## src/rtl/mmio_responder_pkg.sv

```systemverilog
// Shared definitions for the MMIO responder slice.
//   - MMIO region base address and per-register byte offsets
//   - control_uart access encodings
//   - TX holding-buffer state encoding
package mmio_responder_pkg;

  localparam logic [31:0] MMIO_BASE = 32'h8000_0000;

  // Only the low byte of the address is decoded inside the region.
  localparam logic [7:0] OFF_STATUS   = 8'h00;
  localparam logic [7:0] OFF_RX_DATA  = 8'h04;
  localparam logic [7:0] OFF_TX_DATA  = 8'h08;
  localparam logic [7:0] OFF_CYC_CNT  = 8'h10;
  localparam logic [7:0] OFF_INST_CNT = 8'h14;
  localparam logic [7:0] OFF_CNT_RST  = 8'h18;

  // control_uart encodings; 2'b00 and 2'b11 mean no access.
  localparam logic [1:0] MMIO_LD = 2'b01;
  localparam logic [1:0] MMIO_ST = 2'b10;

  typedef enum logic {
    TX_EMPTY = 1'b0,
    TX_FULL  = 1'b1
  } tx_state_t;

endpackage

```

## src/rtl/mmio_responder_counter.sv

```systemverilog
// mmio_counter: width-parameterised free-running counter.
//   clk, rst : clock and synchronous active-high reset
//   clear    : synchronous clear; takes priority over en
//   en       : increment by one this cycle
//   count    : current value, wraps modulo 2^WIDTH
module mmio_counter #(
  parameter int WIDTH = 32
) (
  input  logic             clk,
  input  logic             rst,
  input  logic             clear,
  input  logic             en,
  output logic [WIDTH-1:0] count
);

  // NOTE: sequential state is always updated with non-blocking assignments
  // so every register samples its inputs from before the edge.
  always_ff @(posedge clk) begin
    if (rst || clear) begin
      count <= '0;
    end else if (en) begin
      count <= count + WIDTH'(1);
    end
  end

endmodule

```

## src/rtl/mmio_responder.sv

```systemverilog
// mmio_responder: MMIO slave for the 0x8000_00xx region on the data side.
//   clk, rst          : core clock, synchronous active-high reset
//   addr_i            : byte address (only [7:0] decoded)
//   wdata_i, we_i     : lane-aligned store data and byte enables
//   control_uart_i    : 01 = load, 10 = store, other = idle
//   stall_i           : holds rdata_o
//   inst_retire_i     : one instruction retired this cycle
//   rdata_o           : load data, one cycle after the request
//   uart_tx_*         : one-entry transmit holding buffer handshake
//   uart_rx_*         : receive byte interface; rx_ready pops a byte
module mmio_responder
  import mmio_responder_pkg::*;
#(
  parameter int CLOCK_COUNTER_WIDTH = 32
) (
  input  logic        clk,
  input  logic        rst,
  input  logic [31:0] addr_i,
  input  logic [31:0] wdata_i,
  input  logic [3:0]  we_i,
  input  logic [1:0]  control_uart_i,
  input  logic        stall_i,
  input  logic        inst_retire_i,
  output logic [31:0] rdata_o,
  output logic [7:0]  uart_tx_data_o,
  output logic        uart_tx_valid_o,
  input  logic        uart_tx_ready_i,
  input  logic [7:0]  uart_rx_data_i,
  input  logic        uart_rx_valid_i,
  output logic        uart_rx_ready_o
);

  logic [7:0] offset;
  logic       is_load;
  logic       is_store;
  logic       status_load;
  logic       tx_store;
  logic       tx_drop;
  logic       cnt_clear;
  logic [31:0] read_data;

  tx_state_t  tx_state;
  logic       tx_overrun;

  logic [CLOCK_COUNTER_WIDTH-1:0] cycle_cnt;
  logic [CLOCK_COUNTER_WIDTH-1:0] inst_cnt;

  // Upper address/data bits are outside the decoded window.
  logic unused_bits;
  assign unused_bits = ^{addr_i[31:8], wdata_i[31:8]};

  assign offset      = addr_i[7:0];
  assign is_load     = (control_uart_i == MMIO_LD);
  // A store with no byte enables is a no-op everywhere.
  assign is_store    = (control_uart_i == MMIO_ST) && (we_i != 4'b0000);
  assign status_load = is_load && (offset == OFF_STATUS);
  assign tx_store    = is_store && (offset == OFF_TX_DATA) && we_i[0];
  // Includes the handoff cycle: the slot is not free until the next edge.
  assign tx_drop     = tx_store && (tx_state == TX_FULL);
  assign cnt_clear   = is_store && (offset == OFF_CNT_RST);

  // Pop only when a byte is actually present.
  assign uart_rx_ready_o = is_load && (offset == OFF_RX_DATA) && uart_rx_valid_i;

  assign uart_tx_valid_o = (tx_state == TX_FULL);

  mmio_counter #(.WIDTH(CLOCK_COUNTER_WIDTH)) u_cycle_cnt (
    .clk   (clk),
    .rst   (rst),
    .clear (cnt_clear),
    .en    (1'b1),
    .count (cycle_cnt)
  );

  mmio_counter #(.WIDTH(CLOCK_COUNTER_WIDTH)) u_inst_cnt (
    .clk   (clk),
    .rst   (rst),
    .clear (cnt_clear),
    .en    (inst_retire_i),
    .count (inst_cnt)
  );

  // NOTE: the default assignment before the case keeps this block free of
  // inferred latches for unmapped offsets.
  always_comb begin
    read_data = '0;
    case (offset)
      OFF_STATUS:   read_data = {29'b0, tx_overrun, uart_rx_valid_i,
                                 (tx_state == TX_EMPTY)};
      OFF_RX_DATA:  read_data = {24'b0, uart_rx_data_i};
      OFF_CYC_CNT:  read_data = 32'(cycle_cnt);
      OFF_INST_CNT: read_data = 32'(inst_cnt);
      default:      read_data = '0;
    endcase
  end

  always_ff @(posedge clk) begin
    if (rst) begin
      rdata_o        <= '0;
      tx_state       <= TX_EMPTY;
      uart_tx_data_o <= '0;
      tx_overrun     <= 1'b0;
    end else begin
      if (!stall_i) begin
        rdata_o <= is_load ? read_data : '0;
      end

      case (tx_state)
        TX_EMPTY: begin
          if (tx_store) begin
            uart_tx_data_o <= wdata_i[7:0];
            tx_state       <= TX_FULL;
          end
        end
        TX_FULL: begin
          if (uart_tx_ready_i) begin
            tx_state <= TX_EMPTY;
          end
        end
        default: tx_state <= TX_EMPTY;
      endcase

      // A same-cycle drop beats the read-to-clear.
      if (tx_drop) begin
        tx_overrun <= 1'b1;
      end else if (status_load) begin
        tx_overrun <= 1'b0;
      end
    end
  end

endmodule

```

## config.mk

```make
export PLATFORM = sky130hd
export DESIGN_NAME = mmio_responder
export DESIGN_NICKNAME = d
export VERILOG_FILES = /design/src/rtl/mmio_responder_pkg.sv /design/src/rtl/mmio_responder_counter.sv /design/src/rtl/mmio_responder.sv
export SDC_FILE = /design/constraint.sdc
export NUM_CORES = 1
export LEC_CHECK = 0
export BUFFER_PORTS_ARGS = -buffer_cell sky130_fd_sc_hd__buf_2
export CAP_MARGIN = 20
export CORE_MARGIN = 4
export CORE_UTILIZATION = 58
export DETAILED_ROUTE_END_ITERATION = 16
export PLACE_DENSITY_LB_ADDON = 0.2
export SYNTH_ARGS = -nofsm -noshare
export SYNTH_HDL_FRONTEND = slang
export SYNTH_HIERARCHICAL = 1
export SYNTH_SLANG_ARGS = --single-unit
```

## constraint.sdc

```tcl
create_clock -name clk -period 3.8 [get_ports clk]
set_input_delay 0 -clock clk [delete_from_list [all_inputs] [get_ports clk]]
set_output_delay 0 -clock clk [all_outputs]
set_load 0.03 [all_outputs]
```

==> qor.txt <==
Status: complete, no violations
Post-Route Skew: 0.0168 ns
First-pass DRT Iterations: 5
Via density: 6.16
Cell Int Power: 1.43 mW
Mean Syn Cell Area: 9.22 um^2
Crit start category: input port
Syn nets: 650
Synth-to-Final Area Change: 12.7%
Worst skew pair latency: 0.37 ns
Num CTS Buffers: 9
# rows: 34
Tot GR Track Use: 24.8%
Cell with the most instances after synthesis: dfxtp_1
Ant. Diodes: 0
Max Slew Vio Count: 0
FF+latch count, synth: 106
EDFF count, synth: 0
Routing usage on met2: 42.5%
Worst vdd ir: 0.154 mV
Die width: 103 um
Most area-hungry cell type in the Yosys netlist: dfxtp_1
Post-route ant nets: 0
Starting Density: 59.6%
Fin nets: 718
Largest net degree at the start of global routing: 38
Post-Syn Area: 0.00520 mm^2
Share of the synthesized area in the top cell type: 40.8%
Final wirelength: 12.8 mm
Arrival @ worst endpoint: 2.47 ns
Pwr/cell area: 323 mW/mm^2
Clk pwr share: 34.7%
Kind of critical path: in2reg
First-pass GRT wire length: 20.9 mm
CP max FO: 35
Setup TNS: 0 ns
I/O pins: 126
Max Fclk: 451 MHz
Switching share of power: 24.4%
Clk buf depth: 2
Seq/Total Area, Yosys: 40.8%
Detail-routed net length per standard cell: 17.1 um
Max-slew headroom: 34.6%
Antenna violations before repair: 0
Fin crit share: 58.4%
Most used DFF post-synth: dfxtp_1
Final setup fails: 0
Worst Max-Slew Pin Slew: 0.982 ns
Post-synth cell types: 55
CTS clock-pin slew for the worst setup and hold paths: 0.11 ns
Number of global-route vias before repair: 4342
Gate Count Post-Synth: 564
Hold Path Cell Cnt: 3
HP Class: in2reg
GR peak layer: met2
Initial DRC Count: 285
Min Clock Period, post-route: 2.22 ns
# port buffers: 77
Routability cong.: 0.824
Gate power share: 6.1%
Synth cell count leaders: 106 x dfxtp_1, 55 x nand2_1, 40 x mux2i_1, 35 x nor2_1, 30 x a21oi_1
Sw power: 0.462 mW
Final HPWL DP: 8.88 mm
Endpoints failing hold: 0
Share of cells above drive strength 1: 19.9%
CTS HTree Levels: 3
Grt ovf: 0
Die height: 103 um
Routed vias: 4588
FF-to-FF path depth: 4
Hold slack final: 0.0208 ns
M3 GR Usage: 3.72%
Setup crit end kind: register
Top post-synthesis cells by area: dfxtp_1 41%, mux2i_1 7.7%, nand2_1 4.0%
Post-CTS setup repair buffer count: 0
Sequential cell fraction of total power: 59.3%
Async set-reset flop share out of synthesis: 0%
Synthesis Warnings: 6
Core area: 0.00872 mm^2
Die area: 0.0105 mm^2
CP required: 4.05 ns
RSZ-0062 raised after global routing: false
Max cap viols: 0
CTS tree: built
DRC Markers: 0
Sink Count: 106
Clock Tree Root: clkbuf_8
Leakage power: 2.23 nW
Met1 GRT Util: 32.0%
[through the flow]
stage / utilization [%] / cells / cell area, um^2 / setup slack (ns) / power, mW
final: 67.2 / 745 / 5860 / 1.58 / 1.89
after global routing: 67.2 / 745 / 5860 / 1.42 / 1.97
after CTS: 67.0 / 744 / 5840 / 1.59 / 1.91
after detailed placement: 63.2 / 714 / 5520 / 1.18 / 1.25
after global placement: 63.2 / 714 / 5520 / 1.28 / 1.24
after floorplan: - / 564 / 5200 / 2.06 / 1.21
[metal layers]
| layer | routed length, um | share of wire, % | vias up |
|---|---|---|---|
| met2 | 6120 | 48 | 169 |
| met5 | 0 | 0 | - |
| met3 | 860 | 6.7 | 18 |
| met1 | 5560 | 44 | 2178 |
| met4 | 224 | 1.8 | 0 |
| li1 | - | - | 2223 |
[layout make-up]
cell class,count,area (um^2)
multi-input cells,422,2870
clock buffers,10,138
well taps,108,135
fillers,693,2860
flip-flops and latches,106,2120
inverters,1,3.75
repair buffers,92,541
clock inverters,6,50.0
[power groups by stage]
stage               Combinational, mW  Sequential [mW]  Clock [mW]
floorplan                      0.0698             1.15           0
global placement               0.0964             1.15           0
detailed placement              0.101             1.15           0
CTS                             0.112             1.12       0.681
global route                    0.123             1.12       0.722
finish                          0.115             1.12       0.656
[worst paths after layout]
check / endpoint / slack (ns) / startpoint
max reg2reg: u_cycle_cnt/count[26]$_SDFFE_PP0P_ / 1.67 / u_cycle_cnt/count[3]$_SDFFE_PP0P_
min reg2reg: rdata_o[17]$_SDFFE_PP0N_ / 0.45 / rdata_o[17]$_SDFFE_PP0N_
min: rdata_o[4]$_SDFFE_PP0N_ / 0.02 / uart_rx_data_i[4]
max: u_cycle_cnt/count[24]$_SDFFE_PP0P_ / 1.58 / addr_i[2]
[registers in the layout, indices dropped and copies added, names as in the netlist]
signal	count
rdata_o	32
tx_overrun	1
u_cycle_cnt/count	32
u_inst_cnt/count	32
uart_tx_data_o	8
uart_tx_valid_o	1
[critical path, cell delays in order]
cell and delay [ns]:
buf_2 0.41, and4bb_1 0.45, nand3_1 0.09, nor2_1 0.53, or2_2 0.61, nor2_1 0.10
a41o_1 0.26
[layout by cell type (no fill, tap or decap), types with 19 or more instances in the layout]
cell type,count
o21ai_1,20
or3_1,24
buf_2,77
dfxtp_1,106
nand4_1,19
a21oi_1,30
nand2_1,55
mux2i_1,40
nor2_1,35
[kinds of logic after synthesis]
group	after synthesis	synth area share (%)
flops	106	40.8
buf+inv	36	4.04
compound gates	104	12.2
other cells	1	0.0721
xor+xnor	24	4.04
mux	48	10.1
simple gates	243	28.2
fa+ha+maj	2	0.481
[what timing repair did]
action | in CTS | in global routing
gates resized for setup | 0 | 0
endpoints found under the hold margin | 17 | 0
hold buffers | 14 | 0
Note: power is estimated with default switching activity, not from simulation.
